File: config.mk
export PLATFORM = sky130hd
export DESIGN_NAME = mw_writeback_stage
export DESIGN_NICKNAME = d
export VERILOG_FILES = /design/src/rtl/mw_writeback_stage.sv
export SDC_FILE = /design/constraint.sdc
export NUM_CORES = 1
export LEC_CHECK = 0
export BUFFER_PORTS_ARGS = -buffer_cell sky130_fd_sc_hd__buf_2
export CAP_MARGIN = 30
export CORE_UTILIZATION = 40
export CTS_CLUSTER_DIAMETER = 30
export CTS_CLUSTER_SIZE = 10
export DETAILED_ROUTE_END_ITERATION = 10
export PLACE_DENSITY = 0.71
export SYNTH_ARGS = -nofsm -noshare
export SYNTH_HDL_FRONTEND = slang
export SYNTH_SLANG_ARGS = --single-unit
File: constraint.sdc
create_clock -name clk -period 4.21 [get_ports clk]
set_clock_uncertainty 0.05 [all_clocks]
set_input_delay 0.842 -clock clk [delete_from_list [all_inputs] [get_ports clk]]
set_output_delay 0.842 -clock clk [all_outputs]
set_load 0.03 [all_outputs]
File: src/rtl/mw_writeback_stage.sv
// MEM/WB pipeline register and writeback datapath: load extraction/extension,
// writeback source select, GRF write port and W-stage forwarding. Option: MISALIGN_CHECK_EN.
module mw_writeback_stage #(
   parameter logic [31:0] RESET_PC = 32'h0000_3000
) (
   input  logic        clk,
   input  logic        reset,
   input  logic        en,
   input  logic        flush,
   input  logic        m_valid,
   input  logic [31:0] m_pc,
   input  logic        m_reg_we,
   input  logic [4:0]  m_reg_wa,
   input  logic [1:0]  m_wd_sel,
   input  logic [2:0]  m_load_type,
   input  logic [31:0] m_alu_result,
   input  logic [31:0] m_mem_rdata,
   output logic        grf_we,
   output logic [4:0]  grf_wa,
   output logic [31:0] grf_wd,
   output logic [31:0] w_pc,
   output logic        w_fwd_valid,
   output logic        w_exc
);

   localparam logic [1:0] WD_ALU = 2'd0;
   localparam logic [1:0] WD_MEM = 2'd1;
   localparam logic [1:0] WD_PC8 = 2'd2;

   localparam logic [2:0] LT_LW  = 3'd0;
   localparam logic [2:0] LT_LH  = 3'd1;
   localparam logic [2:0] LT_LHU = 3'd2;
   localparam logic [2:0] LT_LB  = 3'd3;
   localparam logic [2:0] LT_LBU = 3'd4;

   // W register fields
   logic        valid_q,     valid_d;
   logic        reg_we_q,    reg_we_d;
   logic [4:0]  wa_q,        wa_d;
   logic [1:0]  wd_sel_q,    wd_sel_d;
   logic [2:0]  load_type_q, load_type_d;
   logic [31:0] alu_q,       alu_d;
   logic [31:0] rdata_q,     rdata_d;
   logic [31:0] pc_q,        pc_d;

   // Flush loads the same bubble as reset; en=0 holds every field.
   always_comb begin
      valid_d     = valid_q;
      reg_we_d    = reg_we_q;
      wa_d        = wa_q;
      wd_sel_d    = wd_sel_q;
      load_type_d = load_type_q;
      alu_d       = alu_q;
      rdata_d     = rdata_q;
      pc_d        = pc_q;
      if (flush) begin
         valid_d     = 1'b0;
         reg_we_d    = 1'b0;
         wa_d        = 5'd0;
         wd_sel_d    = WD_ALU;
         load_type_d = LT_LW;
         alu_d       = 32'd0;
         rdata_d     = 32'd0;
         pc_d        = RESET_PC;
      end else if (en) begin
         valid_d     = m_valid;
         reg_we_d    = m_reg_we;
         wa_d        = m_reg_wa;
         wd_sel_d    = m_wd_sel;
         load_type_d = m_load_type;
         alu_d       = m_alu_result;
         rdata_d     = m_mem_rdata;
         pc_d        = m_pc;
      end
   end

   always_ff @(posedge clk) begin
      if (reset) begin
         valid_q     <= 1'b0;
         reg_we_q    <= 1'b0;
         wa_q        <= 5'd0;
         wd_sel_q    <= WD_ALU;
         load_type_q <= LT_LW;
         alu_q       <= 32'd0;
         rdata_q     <= 32'd0;
         pc_q        <= RESET_PC;
      end else begin
         valid_q     <= valid_d;
         reg_we_q    <= reg_we_d;
         wa_q        <= wa_d;
         wd_sel_q    <= wd_sel_d;
         load_type_q <= load_type_d;
         alu_q       <= alu_d;
         rdata_q     <= rdata_d;
         pc_q        <= pc_d;
      end
   end

   // Load extraction: everything below reads only the W register.
   logic [1:0]  off;
   logic [7:0]  byte_lane [4];
   logic [7:0]  ld_byte;
   logic [15:0] ld_half;
   logic [31:0] ld_data;

   assign off = alu_q[1:0];

   generate
      for (genvar gi = 0; gi < 4; gi++) begin : g_lane
         assign byte_lane[gi] = rdata_q[8*gi +: 8];
      end
   endgenerate

   assign ld_byte = byte_lane[off];
   // Halfword select uses only off[1]; an odd offset is either trapped or ignored.
   assign ld_half = off[1] ? rdata_q[31:16] : rdata_q[15:0];

   always_comb begin
      ld_data = rdata_q;
      case (load_type_q)
         LT_LH:   ld_data = {{16{ld_half[15]}}, ld_half};
         LT_LHU:  ld_data = {16'd0, ld_half};
         LT_LB:   ld_data = {{24{ld_byte[7]}}, ld_byte};
         LT_LBU:  ld_data = {24'd0, ld_byte};
         default: ld_data = rdata_q;
      endcase
   end

   always_comb begin
      grf_wd = alu_q;
      case (wd_sel_q)
         WD_MEM:  grf_wd = ld_data;
         WD_PC8:  grf_wd = pc_q + 32'd8;
         default: grf_wd = alu_q;
      endcase
   end

   logic exc_suppress;

`ifdef MISALIGN_CHECK_EN
   logic misaligned;

   always_comb begin
      misaligned = 1'b0;
      if (wd_sel_q == WD_MEM) begin
         case (load_type_q)
            LT_LH, LT_LHU: misaligned = off[0];
            LT_LB, LT_LBU: misaligned = 1'b0;
            default:       misaligned = (off != 2'b00);
         endcase
      end
   end

   assign w_exc        = valid_q & misaligned;
   assign exc_suppress = misaligned;
`else
   assign w_exc        = 1'b0;
   assign exc_suppress = 1'b0;
`endif

   // $0 never writes, so it can never appear on the forwarding bus.
   assign grf_we      = valid_q & reg_we_q & (wa_q != 5'd0) & ~exc_suppress;
   assign grf_wa      = wa_q;
   assign w_pc        = pc_q;
   assign w_fwd_valid = grf_we;

endmodule

==> out/metrics.cfg, run 1 <==
[clocking]
htreeDepth=3
post_cts_resized=0
cts.path.max_buffers=2
clkSinkCount=108
root_buffer=clkbuf_16
cts_tree=yes
cts_buffers=9
clkLatencyLatePin_ns=0.35
post-cts-setup-buffers=0
postCtsHoldBufs=0
clk_pin_slew_ns=0.07

[final_layout]
fin_nets=931
fin_util_pct=50.86
area_delta_synth_final_pct=23.10
stdcell_area_sq_mm=0.007114
drive_above_1_share_pct=27.20
fill_cells=1381
antennaDiodeCount=0
fin_cells=1000

[routing]
num_vias=5309
drt-vias-per-instance=5.309
wl_per_cell_microns=16.90
dr.first_iter.drc_count=317
drtAntennaViolNets=0
dr.pass1.iters=5
routed_wl_mm=16.90
drc=0

[global_route]
grt_pass1_wl_mm=25.65
grt_usage_pct=22.65
grt_max_degree=71
grt_pass1_vias=4716
overflow=0
antenna_found_initial=2

[critical_path]
cp.arrival_ns=2.69
path_max_fanout=10
crit_type=reg2out
cp-end-kind=output port
critPathLaunchType=register
required_ns=3.32
crit_slowest_cell=or4_1
worstPathCellList=nand4_2 -> or4_1 -> nor4_2 -> xnor2_1 -> o211ai_2 -> buf_2
slowest_delay_ns=0.80

[die]
coreArea_sq_mm=0.01399
die_x_microns=122.2
start_util_pct=41.31
rows=43
ios=184
die_y_microns=122.2
dieArea_sq_mm=0.01493

[timing]
timing.final.crit_period_ns=3.582
finalSetupTns_ns=0
setup_viol=0
final_hold_viol_count=0
max-slew-margin-rel_pct=44.33
fmax_mhz=279.2
min_period_over_period_pct=85.08
worst_pin_slew_ns=0.8350
slew_violations=0
rsz0062_at_grt=false
hold_ws_ns=0.4489

[yosys]
yosysTopAreaCellShare_pct=37.41
synth_area_per_cell_sq_um=8.678
synth_area_leaders=dfxtp_1 (37%), mux2i_1 (22%), nor2_1 (8.4%)
syn-instance-count=666
yosys.area.top_type=dfxtp_1
yosysMostFrequentCell=nor2_1
synth.distinct_cells=48
synth_seq_area_share_pct=37.41
async_flop_share_pct=0
synth_warnings=0
synth_edf_count=0
ys_top_cells_by_count=nor2_1 (129), mux2i_1 (125), dfxtp_1 (108)
syn_nets=782
synth_ff_type=dfxtp_1
syn_area_sq_mm=0.005779
ys_ff_latch=108

[pwr]
leakage_nw=3.194
ir_drop_uv=240.3
power_density_mw_per_mm2=322.5

[place]
place_congestion=0.8781
place_area_sq_mm=0.006810
hpwlAfterDp_mm=12.65
place.port_buffers=182
numPlacedInstances=984

[run]
maxCapViolCount=0

[run_status]
outcome=finished clean

[min_path]
hold_path_class=reg2reg

## state kept, by name, indices dropped and copies added, names as in the netlist
name / cells
rdata_q: 32
wd_sel_q: 2
load_type_q: 3
reg_we_q: 1
alu_q: 32
w_pc: 32
valid_q: 1
grf_wa: 5
## through the flow
step | worst slack (ns) | power [mW]
6_report | 0.6281 | 2.295
3_3_place_gp | 1.052 | 1.443
2_1_floorplan | 0.9637 | 1.322
3_5_place_dp | 1.008 | 1.446
4_1_cts | 0.6076 | 2.311
5_1_grt | 0.4637 | 2.378
## kinds of logic (layout without fill, tap and decap cells)
| logic type | count (synthesis) | count (layout) | share of synthesized area, % |
|---|---|---|---|
| compound gates | 102 | 102 | 12.43 |
| flops | 108 | 108 | 37.41 |
| mux | 130 | 130 | 22.62 |
| xor+xnor | 28 | 28 | 4.243 |
| buf+inv | 61 | 215 | 4.352 |
| simple gates | 232 | 232 | 18.01 |
| other cells | 1 | 1 | 0.06489 |
| fa+ha+maj | 4 | 4 | 0.8660 |
## routing by layer
metal	wire length [microns]	global-route usage [%]	part of all wire, %
met4	225	6.479	1.3
met2	7414	34.13	44
met1	8095	32.15	48
met3	1136	4.916	6.7
met5	23	0	0.14
## area by class of cell
type                    count  area (sq um)  area share (%)
clock inverters             3         43.79          0.6155
flip-flops and latches    108          2162           30.39
inverters                   8         30.03          0.4221
clock buffers              13         260.3           3.658
repair buffers            191          1017           14.30
well taps                 180         225.2           3.166
multi-input cells         497          3376           47.45
## report_power, final
group	switching (mW)	internal, mW
clock network	0.374	0.496
logic	0.188	0.139
registers	0.0417	1.06
## worst paths after layout
kind	start	to	slack (ns)	cells after the start
worst min-delay path	alu_q[23]	alu_q[23]	0.45	2
worst max-delay path	w_pc[11]	grf_wd[30]	0.63	6
worst min register to register	alu_q[23]	alu_q[23]	0.45	2
worst max register to register	load_type_q[0]	load_type_q[0]	3.12	2
## cell usage in the layout, fill, tap and decap left out, types with 5 or more instances in the layout
cell	instances
a21oi_1	8
a22oi_1	15
and2_1	5
buf_2	181
buf_4	7
clkbuf_16	9
dfxtp_1	108
inv_1	7
mux2_2	5
mux2i_1	125
nand2_1	48
nand2b_1	5
nand3_1	10
nor2_1	129
nor2b_1	8
nor3_1	6
o211ai_1	14
o21ai_0	28
o221ai_1	18
xnor2_1	25
## critical path, delay by kind of cell, from the launching register on
kind                      cells  cell delay, ns
AOI/OAI and AO/OA             1            0.17
DFF                           1            0.48
xor gates and xnor gates      1            0.14
and+or+nand+nor               3            1.33
buffers and inverters         1            0.22
Note: power is estimated with default switching activity, not from simulation.
==> inputs of run 2 (changes only) <==
- TNS_END_PERCENT: unset -> 10
- clock period: 4.21 -> 4.6 ns (I/O delays scaled with it)
==> run 2 against run 1 <==
  * Sequential cell count did not move
  * Hold slack better by 0.0017 ns
  * Global-route usage up 0.072 points
  * Via count shrank 0.45%
  * Highest routed layer unchanged
  * First-iteration DRC count grew 14%
  * Sequential power down 9%
  * Die area is the same
  * Sequential share of layout area increased by 0.091 points
  * Utilization decreased by 0.15 points
  * Count of clock-buffer cells in the layout decreased by 4
  * Combinational power decreased by 8.2%
==> out/metrics.cfg, run 2 (synthesized netlist as in run 1, its figures left out) <==
[run_status]
outcome=finished clean

[die]
ios=184  ; unchanged
dieArea_sq_mm=0.01493  ; unchanged
start_util_pct=41.31  ; unchanged
die_y_microns=122.2  ; unchanged
die_x_microns=122.2  ; unchanged
coreArea_sq_mm=0.01399  ; unchanged
rows=43  ; unchanged

[place]
hpwlAfterDp_mm=12.49  ; -1.2%
place_congestion=0.9107  ; +3.7%
place.port_buffers=182  ; unchanged

[pwr]
ir_drop_uv=187.7  ; -22%
power_density_mw_per_mm2=293.7  ; -8.9%
leakage_nw=3.180  ; -0.43%
power_mw=2.083  ; -9.2%

[critical_path]
crit_slowest_cell=nor2b_1
worstPathCellList=inv_1 -> ha_1 -> nor2b_1 -> a22oi_1 -> o21ai_0 -> buf_2
slowest_delay_ns=0.71  ; -0.09 ns
crit_type=reg2out
required_ns=3.63  ; +0.31 ns
critical-path-top-delay-family=simple AND/OR/NAND/NOR gates
path_max_fanout=17  ; +7
critPathLaunchType=register
crit_buf_inv=2  ; +1
cp-end-kind=output port
cp.arrival_ns=2.72  ; +0.03 ns

[timing]
setup_viol=0  ; unchanged
min_period_over_period_pct=80.20
fmax_mhz=271.1
max-slew-margin-rel_pct=38.33  ; -6.0 points
hold_ws_ns=0.4506  ; +0.001718 ns
slew_violations=0  ; unchanged
timing.final.crit_period_ns=3.689
finalSetupTns_ns=0  ; unchanged
worst_pin_slew_ns=0.9250  ; +0.08994 ns
final_hold_viol_count=0  ; unchanged
rsz0062_at_grt=false

[clocking]
cts.path.max_buffers=2  ; unchanged
clk_pin_slew_ns=0.07  ; about the same
htreeDepth=3  ; unchanged
clkLatencyLatePin_ns=0.35  ; about the same
postCtsHoldBufs=0  ; unchanged
post_cts_resized=0  ; unchanged
post-cts-setup-buffers=0  ; unchanged
root_buffer=clkbuf_16
cts_tree=yes
cts_buffers=9  ; unchanged
clkSinkCount=108  ; unchanged

[routing]
dr.pass1.iters=7  ; +2
routed_wl_mm=17.01  ; +0.66%
drc=0  ; unchanged
num_vias=5285  ; -0.45%
dr.first_iter.drc_count=360  ; +14%
drt-vias-per-instance=5.296  ; -0.25%
wl_per_cell_microns=17.04  ; +0.86%
drtAntennaViolNets=0  ; unchanged

[run]
maxCapViolCount=0  ; unchanged

[global_route]
grt_pass1_vias=4669  ; -1.0%
grt_max_degree=91  ; +28%
antenna_found_initial=2  ; unchanged
grt_pass1_wl_mm=25.72  ; +0.27%
overflow=0  ; unchanged
grt_usage_pct=22.72  ; +0.072 points

[final_layout]
fill_cells=1375  ; -0.43%
most-common-layout-cells=buf_2 (181), nor2_1 (129), mux2i_1 (125)
drive_above_1_share_pct=27.26  ; +0.066 points
antennaDiodeCount=0  ; unchanged
area_delta_synth_final_pct=22.73
fin_nets=930  ; -0.11%
layout_commonest_cell=buf_2

[min_path]
hold_path_class=reg2reg

run 2: changes by cell type in the layout (fill, tap and decap cells not counted):
cell,previous run,this run
clkbuf_1,2,0
clkinvlp_4,0,1
clkinv_4,0,1
clkinv_2,1,2
buf_4,7,6
clkbuf_8,2,0
run 2: layout make-up:
type | count | area (sq um) | share of cell area [%]
flip-flops and latches | 108 | 2162 | 30.48
clock inverters | 6 | 65.06 | 0.9173
well taps | 180 | 225.2 | 3.175
multi-input cells | 497 | 3376 | 47.59
inverters | 8 | 30.03 | 0.4234
clock buffers | 9 | 225.2 | 3.175
repair buffers | 190 | 1010 | 14.24
run 2: path summary, 6_finish.rpt:
kind                  startpoint             end  slack (ns)  depth (start not counted)
setup / recovery     wd_sel_q[0]       grf_wd[5]        0.91                          6
hold / removal          alu_q[9]        alu_q[9]        0.45                          2
setup reg to reg  load_type_q[0]  load_type_q[0]        3.53                          2
hold reg to reg         alu_q[9]        alu_q[9]        0.45                          2
run 2: report_power, final:
group          internal (mW)  switching (mW)  total [mW]
Combinational          0.128           0.173       0.301
Sequential             0.966          0.0379        1.00
Clock                  0.420           0.358       0.778
run 2: tightest hold or removal path: stages, from the launching register on:
cell and delay, ns:
dfxtp_1 0.33, mux2i_1 0.07, nor2_1 0.07
run 2: metal layers:
layer	GRT usage (%)	share of wire [%]
met1	33.03	48
met2	33.60	44
met3	5.431	7.2
met4	5.030	0.81
met5	0	0.12
run 2: stage by stage:
stage	std cells	util, %	area (sq um)	setup slack, ns
floorplan	666	-	5779	1.276
global placement	982	48.43	6775	1.315
detailed placement	982	48.43	6775	1.291
CTS	997	50.51	7066	0.8803
global route	998	50.71	7093	0.6752
finish	998	50.71	7093	0.9110
==> inputs of run 3 (changes only) <==
- clock period: 4.6 -> 3.45 ns (I/O delays scaled with it)
==> run 3 against run 2 <==
  * Setup slack got worse by 0.73 ns
  * Register-to-register slack got worse by 1.0 ns
  * Sequential cell count unchanged
  * Sequential share of layout area down 0.28 points
  * Clock power increased by 38%
  * Global-route usage grew 0.42 points
  * Via count grew 1.8%
  * Sequential power rose by 34%
  * Critical path depth up 3
  * Cell area rose by 0.92%
  * Die area unchanged
  * Power up 35%
  * Critical endpoint is now grf_wd[21]
  * Highest routed layer is now met4
==> out/metrics.cfg, run 3 (synthesized netlist as in run 1, its figures left out) <==
[die]
die_x_microns=122.2  ; unchanged
coreArea_sq_mm=0.01399  ; unchanged
rows=43  ; unchanged
start_util_pct=41.31  ; unchanged
die_y_microns=122.2  ; unchanged
ios=184  ; unchanged
dieArea_sq_mm=0.01493  ; unchanged

[critical_path]
slowest_delay_ns=0.48  ; -0.23 ns
crit_slowest_cell=ha_1
path_max_fanout=16  ; -1
crit_type=reg2out
cp-end-kind=output port
required_ns=2.71  ; -0.92 ns
worstPathCellList=inv_1 -> ha_1 -> nor2b_1 -> o21ai_0 -> a211oi_1 -> buf_4 -> o21ai_0 -> o211ai_1 -> buf_2
crit_top_cell=o21ai_0
crit_buf_inv=3  ; +1
cp.arrival_ns=2.53  ; -0.19 ns
critPathLaunchType=register
critical-path-top-delay-family=compound AO/OA/AOI/OAI gates

[final_layout]
drive_above_1_share_pct=28.16  ; +0.89 points
layout_commonest_cell=buf_2
fin_nets=935  ; +0.54%
area_delta_synth_final_pct=23.86
most-common-layout-cells=buf_2 (181), nor2_1 (129), mux2i_1 (125)
fin_cells=1005  ; +0.70%
fin_util_pct=51.17  ; +0.47 points

[clocking]
root_buffer=clkbuf_16
post-cts-setup-buffers=0  ; unchanged
clkLatencyLatePin_ns=0.35  ; about the same
clk_pin_slew_ns=0.07  ; about the same
clkSinkCount=108  ; unchanged
postCtsHoldBufs=0  ; unchanged
cts_tree=yes
cts.path.max_buffers=2  ; unchanged
post_cts_resized=0  ; unchanged
htreeDepth=3  ; unchanged
cts_buffers=9  ; unchanged

[routing]
num_vias=5380  ; +1.8%
dr.first_iter.drc_count=358  ; -0.56%
drtAntennaViolNets=0  ; unchanged
drt-vias-per-instance=5.353  ; +1.1%
drc=0  ; unchanged
dr.pass1.iters=5  ; -2
wl_per_cell_microns=17.19  ; +0.88%
routed_wl_mm=17.28  ; +1.6%

[pwr]
ir_drop_uv=249.5  ; +33%
power_density_mw_per_mm2=392.9  ; +34%
leakage_nw=3.209  ; +0.90%

[timing]
slew_violations=0  ; unchanged
rsz0062_at_grt=true
worst_pin_slew_ns=0.5769  ; -0.3481 ns
final_hold_viol_count=0  ; unchanged
setup_viol=0  ; unchanged
min_period_over_period_pct=94.79
fmax_mhz=305.8
max-slew-margin-rel_pct=61.28  ; +23 points
timing.final.crit_period_ns=3.270

[global_route]
overflow=0  ; unchanged
grt_pass1_wl_mm=26.15  ; +1.7%
antenna_found_initial=1  ; -1
grt_max_degree=68  ; -25%
grt_usage_pct=23.15  ; +0.42 points
grt_pass1_vias=4789  ; +2.6%

[place]
place_congestion=0.8810  ; -3.3%
numPlacedInstances=988  ; +0.61%
hpwlAfterDp_mm=12.94  ; +3.6%
place.port_buffers=182  ; unchanged

[run]
maxCapViolCount=0  ; unchanged

[min_path]
hold_path_class=reg2reg

[run_status]
outcome=finished clean

[run 3: path summary, 6_finish.rpt]
check	to	startpoint	cells after the start	slack, ns
setup reg to reg	load_type_q[1]	load_type_q[1]	2	2.49
hold / removal	reg_we_q	reg_we_q	2	0.45
setup / recovery	grf_wd[21]	wd_sel_q[0]	9	0.18
hold reg to reg	reg_we_q	reg_we_q	2	0.45
[run 3: layout make-up]
type	instances	area [sq um]
Antenna cell	1	2.502
Timing Repair Buffer	195	1040
Sequential cell	108	2162
Clock buffer	11	252.7
Clock inverter	5	58.81
Multi-Input combinational cell	497	3387
Fill cell	1372	6830
Tap cell	180	225.2
Inverter	8	30.03
[run 3: through the flow]
step / hold slack (ns) / power (mW) / setup slack (ns) / TNS [ns] / instance area (sq um)
global route: 0.4698 / 2.923 / -0.009282 / -0.009282 / 7158
finish: 0.4476 / 2.812 / 0.1799 / 0 / 7158
detailed placement: 0.4294 / 1.768 / 0.4520 / 0 / 6833
global placement: 0.4256 / 1.765 / 0.4884 / 0 / 6833
CTS: 0.4492 / 2.833 / 0.05977 / 0 / 7144
floorplan: 0.4102 / 1.613 / 0.3557 / 0 / 5779
[run 3: routing by layer]
metal | track usage [%] | wire, microns | vias up
met5 | 0 | 0 | -
met4 | 7.241 | 340 | 0
met3 | 4.916 | 1086 | 21
met2 | 34.62 | 7719 | 202
met1 | 32.91 | 8130 | 2512
li1 | - | - | 2645
[run 3: report_power, final]
group	leakage, nW	switching (mW)	internal [mW]
combinational	2.18	0.233	0.172
sequential	0.880	0.0494	1.29
clock	0.148	0.467	0.604
[run 3: tightest hold or removal path: stages, from the launching register on]
cell and delay (ns):
dfxtp_1 0.33, mux2i_1 0.06, nor2_1 0.07
